<file path="src/rtl/imem_loader.sv">
// imem_loader: receives a length-prefixed byte stream, writes it into
// instruction memory one 32-bit little-endian word per strobe, checks an XOR
// checksum, and releases the datapath reset only after a clean load.
module imem_loader #(
  parameter int ADDR_W = 10
) (
  input  logic              clk,
  input  logic              reset,
  input  logic              start,
  input  logic              abort,
  input  logic              byte_valid,
  input  logic [7:0]        byte_data,
  output logic              byte_ready,
  output logic              imem_we,
  output logic [ADDR_W-1:0] imem_addr,
  output logic [31:0]       imem_wdata,
  output logic              core_reset,
  output logic              done,
  output logic              error
);

  typedef enum logic [2:0] {
    S_IDLE = 3'd0,
    S_HDR0 = 3'd1,
    S_HDR1 = 3'd2,
    S_DATA = 3'd3,
    S_CHK  = 3'd4,
    S_DONE = 3'd5,
    S_ERR  = 3'd6
  } state_t;

  // Running checksum step: 8-bit XOR accumulation.
  function automatic logic [7:0] chk_step(input logic [7:0] acc, input logic [7:0] b);
    return acc ^ b;
  endfunction

  // True for the states that consume bytes.
  function automatic logic is_active(input state_t s);
    return (s == S_HDR0) || (s == S_HDR1) || (s == S_DATA) || (s == S_CHK);
  endfunction

  state_t            state_r, state_s;
  logic              byte_ready_r;
  logic              imem_we_r;
  logic [ADDR_W-1:0] imem_addr_r;
  logic [31:0]       imem_wdata_r;
  logic              core_reset_r;
  logic              done_r;
  logic              error_r;

  logic [7:0]        n_lo_r;
  logic [15:0]       n_r;
  logic [15:0]       word_cnt_r;
  logic [1:0]        byte_cnt_r;
  logic [7:0]        chk_r;
  logic [23:0]       word_buf_r;

  logic              xfer_s;
  logic              dxfer_s;
  logic              wr_s;
  logic              start_clr_s;
  logic              last_byte_s;
  logic [15:0]       nword_s;

  // Next-state decode, write request and session-start detection.
  always_comb begin
    state_s     = state_r;
    wr_s        = 1'b0;
    start_clr_s = 1'b0;
    xfer_s      = byte_valid & byte_ready_r;
    dxfer_s     = xfer_s & ~abort;
    nword_s     = {byte_data, n_lo_r};
    last_byte_s = (byte_cnt_r == 2'd3) && (word_cnt_r == (n_r - 16'd1));
    case (state_r)
      S_IDLE, S_DONE, S_ERR: begin
        if (start) begin
          state_s     = S_HDR0;
          start_clr_s = 1'b1;
        end else begin
          state_s = state_r;
        end
      end
      S_HDR0: begin
        if (abort) begin
          state_s = S_ERR;
        end else if (xfer_s) begin
          state_s = S_HDR1;
        end else begin
          state_s = S_HDR0;
        end
      end
      S_HDR1: begin
        if (abort) begin
          state_s = S_ERR;
        end else if (xfer_s) begin
          if (nword_s == 16'd0) begin
            state_s = S_CHK;
          end else if ({16'd0, nword_s} > (32'd1 << ADDR_W)) begin
            state_s = S_ERR;
          end else begin
            state_s = S_DATA;
          end
        end else begin
          state_s = S_HDR1;
        end
      end
      S_DATA: begin
        if (abort) begin
          state_s = S_ERR;
        end else if (xfer_s) begin
          wr_s = (byte_cnt_r == 2'd3);
          if (last_byte_s) begin
            state_s = S_CHK;
          end else begin
            state_s = S_DATA;
          end
        end else begin
          state_s = S_DATA;
        end
      end
      S_CHK: begin
        if (abort) begin
          state_s = S_ERR;
        end else if (xfer_s) begin
          if (byte_data == chk_r) begin
            state_s = S_DONE;
          end else begin
            state_s = S_ERR;
          end
        end else begin
          state_s = S_CHK;
        end
      end
      default: begin
        state_s = S_IDLE;
      end
    endcase
  end

  // State register plus status outputs registered from the next state.
  always_ff @(posedge clk or negedge reset) begin
    if (!reset) begin
      state_r      <= S_IDLE;
      byte_ready_r <= 1'b0;
      core_reset_r <= 1'b1;
      done_r       <= 1'b0;
      error_r      <= 1'b0;
    end else begin
      state_r      <= state_s;
      byte_ready_r <= is_active(state_s);
      core_reset_r <= (state_s != S_DONE);
      done_r       <= (state_s == S_DONE);
      error_r      <= (state_s == S_ERR);
    end
  end

  // Header capture, word assembly, checksum and the memory write port.
  always_ff @(posedge clk or negedge reset) begin
    if (!reset) begin
      imem_we_r    <= 1'b0;
      imem_addr_r  <= '0;
      imem_wdata_r <= 32'd0;
      n_lo_r       <= 8'd0;
      n_r          <= 16'd0;
      word_cnt_r   <= 16'd0;
      byte_cnt_r   <= 2'd0;
      chk_r        <= 8'd0;
      word_buf_r   <= 24'd0;
    end else begin
      imem_we_r <= wr_s;
      if (start_clr_s) begin
        word_cnt_r <= 16'd0;
        byte_cnt_r <= 2'd0;
        chk_r      <= 8'd0;
      end else if (dxfer_s && (state_r == S_HDR0)) begin
        n_lo_r <= byte_data;
      end else if (dxfer_s && (state_r == S_HDR1)) begin
        n_r <= nword_s;
      end else if (dxfer_s && (state_r == S_DATA)) begin
        byte_cnt_r <= byte_cnt_r + 2'd1;
        chk_r      <= chk_step(chk_r, byte_data);
        case (byte_cnt_r)
          2'd0:    word_buf_r[7:0]   <= byte_data;
          2'd1:    word_buf_r[15:8]  <= byte_data;
          2'd2:    word_buf_r[23:16] <= byte_data;
          default: begin
            imem_addr_r  <= ADDR_W'(word_cnt_r);
            imem_wdata_r <= {byte_data, word_buf_r};
            word_cnt_r   <= word_cnt_r + 16'd1;
          end
        endcase
      end else begin
        n_r <= n_r;
      end
    end
  end

  assign byte_ready = byte_ready_r;
  assign imem_we    = imem_we_r;
  assign imem_addr  = imem_addr_r;
  assign imem_wdata = imem_wdata_r;
  assign core_reset = core_reset_r;
  assign done       = done_r;
  assign error      = error_r;

endmodule

</file>
<file path="config.mk">
export PLATFORM = sky130hd
export DESIGN_NAME = imem_loader
export DESIGN_NICKNAME = d
export VERILOG_FILES = /design/src/rtl/imem_loader.sv
export SDC_FILE = /design/constraint.sdc
export NUM_CORES = 1
export LEC_CHECK = 0
export ABC_AREA = 1
export CORE_MARGIN = 3
export CORE_UTILIZATION = 55
export CTS_CLUSTER_DIAMETER = 100
export DETAILED_ROUTE_END_ITERATION = 10
export GPL_ROUTABILITY_DRIVEN = 0
export MAX_ROUTING_LAYER = met4
export PLACE_DENSITY = 0.86
export SKIP_LAST_GASP = 1
export SLEW_MARGIN = 20
export SYNTH_ARGS = -nofsm -noshare
export SYNTH_HDL_FRONTEND = slang
export SYNTH_SLANG_ARGS = --single-unit
</file>
<file path="constraint.sdc">
create_clock -name clk -period 5 [get_ports clk]
set_clock_uncertainty 0.15 [all_clocks]
set_input_delay 0.5 -clock clk [delete_from_list [all_inputs] [get_ports clk]]
set_output_delay 0.5 -clock clk [all_outputs]
set_load 0.02 [all_outputs]
</file>
==> flow_summary.json, run 1 <==
{
  "start_util": 0.5671,
  "fp.dieW_um": 109.4,
  "setup_tns_ns": 0,
  "cts.sinks": 124,
  "final_common_cell": "nand2_1",
  "synthToLayoutAreaGrowth_pct": 22.57,
  "port_buffers": 59,
  "fin_crit_sh": 0.5365,
  "synthCells": 717,
  "grt.total_usage": 0.2821,
  "rsz0062_at_grt": "no",
  "yosys.cell_types.count": 38,
  "n_antenna_cell": 0,
  "dp_hpwl_mm": 9.977,
  "syn_avg_cell_area_um2": 8.202,
  "start_kind": "input port",
  "cp.arrival_ns": 2.94,
  "whs_path_depth": 2,
  "drv_slew": 0,
  "die_y_um": 109.4,
  "clkLatencyLatePin_ns": 0.52,
  "routedWlPerCell_um": 16.44,
  "grt.overflow.total": 0,
  "tightestPinTransition_ns": 0.8946,
  "end_kind": "flip-flop",
  "cp_max_fo": 66,
  "core_area_um2": 10370,
  "cts_tree": "done",
  "grt_pass1_wl_mm": 25.38,
  "pin_count": 60,
  "hp-class": "flip-flop to flip-flop",
  "drt_pass1_iterations": 7,
  "cts_setup_buffers": 0,
  "ff2ff_path_depth": 12,
  "first_iter_violations": 504,
  "cpPeakStageDelay_ns": 0.44,
  "ant_nets": 0,
  "cts_max_level": 4,
  "cap_violations": 0,
  "wl_mm": 15.25,
  "yosysWarningCount": 0,
  "cts_buffers": 17,
  "viasPerCell": 5.631,
  "crit_chain": "clkdlybuf4s50_1 -> inv_1 -> nand2_2 -> nor2_8 -> nand2_4 -> nand2_4 -> nand2_1 -> nor2_2 -> nand4_1 -> nor2_1 -> nand2_1 -> o21ai_0 -> a21oi_1",
  "hold_viol_final": 0,
  "synth-seq-cells": 124,
  "clockBufferDepth": 2,
  "drive_above_1_share": 0.08460,
  "fin_crit_ns": 2.682,
  "cts_root_buf": "clkbuf_8",
  "yosysSeqAreaShare": 0.5279,
  "grt_max_degree": 74,
  "grt_pass1_vias": 5327,
  "relSlewSlack": 0.4036,
  "finalSetupViolCount": 0,
  "fin_nets": 800,
  "path_clk_slew_ns": 0.06,
  "status": "finished, final reports clean",
  "crit_slowest_cell": "clkdlybuf4s50_1",
  "drc": 0,
  "synth_nets": 737,
  "syn_area_um2": 5881,
  "nFillCells": 765,
  "ir_drop_mv": 0.3539,
  "cellPowerDensity_nw_per_um2": 509.6,
  "cp.required_ns": 5.25,
  "die_area_um2": 11970,
  "vias": 5226,
  "max_freq_mhz": 372.8,
  "row_count": 37,
  "p_leak_nw": 3.564,
  "antenna_found_initial": 0,
  "final_cell_mix": "240 x nand2_1, 123 x dfrtp_1, 87 x o21ai_0",
  "path_class": "input port to flip-flop",
  "hold_ws_ns": 0.3216
}
-- report_power, final --
group | switching [W] | total [W] | internal [W]
registers | 0.000147 | 0.00132 | 0.00117
logic | 0.000698 | 0.00107 | 0.000369
clock network | 0.000427 | 0.00129 | 0.000860
total | 0.00127 | 0.00367 | 0.00240
-- routing by layer --
layer / global-route usage / vias to the layer above / wire length [µm]
met3: 0.06812 / 45 / 1115
met5: - / - / 0
met1: 0.3353 / 2546 / 6011
li1: - / 2392 / -
met4: 0.1122 / 0 / 431
met2: 0.4651 / 243 / 7696
-- synth_stat cells (all sizes together) --
library cell  count  area (µm²)
nor2             58       271.5
o21a              1       7.510
xnor2             7       61.31
a22oi             1       7.510
ha                7       87.58
dfstp             1       26.28
nand3b            5       37.54
o31ai             1       7.510
a21oi            19       110.1
a21boi            1       7.510
nand4            10       62.56
xor2             10       87.58
buf               1       5.000
nor4              2       12.51
o211ai            1       7.510
nand2           251       999.7
inv              73       274.0
and2              1       6.260
or2               1       6.260
a31o              1       8.760
nor3             11       66.32
dfrtp           123        3078
o21ai            89       449.2
clkbuf           16       60.06
clkinv            2       7.510
nand3            24       125.1
-- final timing paths --
check,endpoint,startpoint,slack (ns)
min in group asynchronous,imem_wdata[1],reset,0.50
hold / removal,imem_wdata[8],word_buf_r[8],0.32
hold reg to reg,imem_wdata[8],word_buf_r[8],0.32
setup reg to reg,word_cnt_r[11],state_r[2],2.38
setup / recovery,word_cnt_r[11],abort,2.32
max in group asynchronous,byte_cnt_r[0],reset,3.00
-- final cells by class --
| class | instances | area [µm²] | share of cell area |
|---|---|---|---|
| Clock buffer | 25 | 484.2 | 0.06718 |
| Timing Repair Buffer | 61 | 605.6 | 0.08401 |
| Inverter | 75 | 281.5 | 0.03906 |
| Multi-Input combinational cell | 501 | 2430 | 0.3371 |
| Sequential cell | 124 | 3104 | 0.4307 |
| Tap cell | 136 | 170.2 | 0.02361 |
| Clock inverter | 6 | 132.6 | 0.01840 |
-- stage by stage --
stage	instance area (µm²)	util	instances	total power, W	setup slack, ns
2_1_floorplan	5881	-	717	0.002096	2.951
3_3_place_gp	6581	0.6347	896	0.002304	2.020
3_5_place_dp	6581	0.6347	896	0.002359	1.899
4_1_cts	7208	0.6951	928	0.003654	2.402
5_1_grt	7208	0.6951	928	0.003892	2.058
6_report	7208	0.6951	928	0.003673	2.318
-- critical path, delay by kind of cell --
kind / cells / cell delay, ns
AND/OR/NAND/NOR: 9 / 1.53
AO/OA/AOI/OAI: 2 / 0.21
buffers and inverters: 2 / 0.63
-- registers in the layout, indices dropped and copies added (netlist names) --
register    count
byte_cnt_r      2
byte_ready      1
chk_r           8
core_reset      1
done            1
error           1
imem_addr      10
imem_wdata     32
imem_we         1
n_lo_r          8
n_r            16
state_r         3
word_buf_r     24
word_cnt_r     16
-- cells by family (layout without fill, tap and decap cells) --
kind of cell | Yosys count | after routing | synth area share
buf+inv | 92 | 167 | 0.05894
simple gates | 363 | 363 | 0.2700
flops | 124 | 124 | 0.5279
fa+ha+maj | 7 | 7 | 0.01489
compound gates | 114 | 114 | 0.1030
xor+xnor | 17 | 17 | 0.02532
-- repair_timing --
| item | 4_1_cts | 5_1_grt |
|---|---|---|
| hold endpoints to repair | 40 | 0 |
| resized for setup | 0 | 0 |
| hold buffers | 1 | 0 |
Power figures use the tool's default switching activity.
==> run 2: changes to the inputs <==
- clock period: 5 -> 2.8 ns (I/O delays scaled with it)
==> run 2 against run 1 <==
  * Cell count is 0.97% higher
  * Register-to-register slack got worse by 2.1 ns
  * Worst hold slack got worse by 0.19 ns
  * Sequential share of layout area decreased by 0.31 points
  * Clock power rose by 74%
  * Non-clock buffer count rose by 9
  * Global-route usage increased by 1.3 points
  * Via count grew 2.5%
  * Largest power group unchanged
==> flow_summary.json, run 2 (synthesis gave the netlist of run 1 again) <==
{
  "crit_slowest_cell": "dfrtp_1",
  "cp_max_fo": 5,
  "grt.total_usage": 0.2947,
  "max_freq_mhz": 394.6,
  "clockBufferDepth": 2,
  "port_buffers": 59,
  "final_common_cell": "nand2_1",
  "drv_slew": 0,
  "ff2ff_path_depth": 13,
  "path_class": "flip-flop to flip-flop",
  "tightestPinTransition_ns": 0.6110,
  "cellPowerDensity_nw_per_um2": 904.6,
  "fp.dieW_um": 109.4,
  "power_frac_comb": 0.298,
  "cp.arrival_ns": 2.80,
  "fin_nets": 809,
  "p_leak_nw": 3.599,
  "dp_hpwl_mm": 10.33,
  "cts.sinks": 124,
  "start_util": 0.5671,
  "hp-class": "input port to async pin",
  "die_area_um2": 11970,
  "wl_mm": 15.93,
  "pin_count": 60,
  "final_cell_mix": "240 x nand2_1, 123 x dfrtp_1, 87 x o21ai_0",
  "vias": 5359,
  "switchingPower_w": 0.002340,
  "drt_pass1_iterations": 6,
  "row_count": 37,
  "drc": 0,
  "n_antenna_cell": 0,
  "relSlewSlack": 0.5927,
  "cts_root_buf": "clkbuf_8",
  "viasPerCell": 5.719,
  "first_iter_violations": 425,
  "die_y_um": 109.4,
  "clkPwrFrac": 0.343,
  "fin_crit_ns": 2.534,
  "setup_tns_ns": 0,
  "largest_reg_flops": 32,
  "grt_max_degree": 85,
  "cts_max_level": 4,
  "ant_nets": 0,
  "finalSetupViolCount": 0,
  "internal_power_w": 0.004228,
  "multi_input_area_um2": 2430,
  "seq_area_um2": 3104,
  "grt_pass1_vias": 5530,
  "core_area_um2": 10370,
  "grt_pass1_wl_mm": 26.14,
  "clkLatencyLatePin_ns": 0.53,
  "crit_chain": "inv_1 -> ha_1 -> nand3_2 -> o21ai_0 -> nand2_1 -> nand2_1 -> nand3_1 -> nor2_1 -> nand3_1 -> a21oi_2 -> nand2_1 -> nand2_1 -> nand2_1",
  "ir_drop_mv": 0.5982,
  "cpPeakStageDelay_ns": 0.42,
  "hold_ws_ns": 0.1357,
  "drive_above_1_share": 0.09238,
  "power_w": 0.006568,
  "crit_family": "simple AND/OR/NAND/NOR gates",
  "grt.overflow.total": 0,
  "start_kind": "flip-flop",
  "cts_buffers": 17,
  "path_buf_inv": 1,
  "synthToLayoutAreaGrowth_pct": 23.47,
  "pwr-share-seq": 0.359,
  "antenna_found_initial": 0,
  "crit_top_cell": "nand2_1",
  "nFillCells": 747,
  "fin_crit_sh": 0.9051,
  "rsz0062_at_grt": "no",
  "cp.required_ns": 3.07,
  "cap_violations": 0,
  "hold_viol_final": 0,
  "end_kind": "flip-flop",
  "status": "finished, final reports clean",
  "routedWlPerCell_um": 17.00,
  "cts_tree": "done",
  "path_clk_slew_ns": 0.06,
  "p_sw_frac": 0.3563,
  "critical_path_depth": 13
}
run 2: changes by cell type in the layout (fill, tap and decap cells not counted), sizes merged:
cell,change
clkbuf,-1
buf,+9
clkinvlp,-1
clkinv,+2
run 2: final timing paths:
check	start	endpoint	slack, ns
worst min-delay path	reset	imem_wdata[16]	0.14
worst min register to register	word_buf_r[5]	imem_wdata[5]	0.32
max in group asynchronous	reset	core_reset	1.53
min in group clk	word_buf_r[5]	imem_wdata[5]	0.32
worst max register to register	n_r[0]	byte_ready	0.27
worst max-delay path	n_r[0]	byte_ready	0.27
run 2: layer usage:
layer / vias up / share of wire / GRT usage
li1: 2420 / - / -
met1: 2595 / 0.39 / 0.3413
met2: 278 / 0.50 / 0.4869
met3: 66 / 0.067 / 0.05696
met4: 0 / 0.038 / 0.1567
met5: - / 0 / -
run 2: through the flow:
step / instances / util / setup slack [ns] / cell area (µm²)
6_report: 937 / 0.7002 / 0.2658 / 7261
4_1_cts: 937 / 0.7002 / 0.3033 / 7261
5_1_grt: 937 / 0.7002 / 0.06396 / 7261
3_5_place_dp: 905 / 0.6424 / 0.3047 / 6661
3_3_place_gp: 905 / 0.6424 / 0.3485 / 6661
2_1_floorplan: 717 / - / 0.7514 / 5881
run 2: timing repair:
item                      4_1_cts  5_1_grt
gates resized for setup         0        0
buffers inserted                0        0
hold buffers                    1        0
hold endpoints to repair       40        0
run 2: cell type report:
type                       count  share of cell area
tap                          136             0.02344
clock inverter                 7             0.01913
sequential                   124              0.4275
inverter                      75             0.03877
clock buffer                  24             0.06204
multi-input combinational    501              0.3347
timing repair buffer          70             0.09443
run 2: power groups by stage:
stage                     registers [W]  clock network [W]  logic (W)
final                           0.00236            0.00225    0.00196
after global routing            0.00239            0.00234    0.00220
after CTS                       0.00235            0.00226    0.00193
after detailed placement        0.00237                  0    0.00189
after global placement          0.00235                  0    0.00177
after floorplan                 0.00232                  0    0.00142
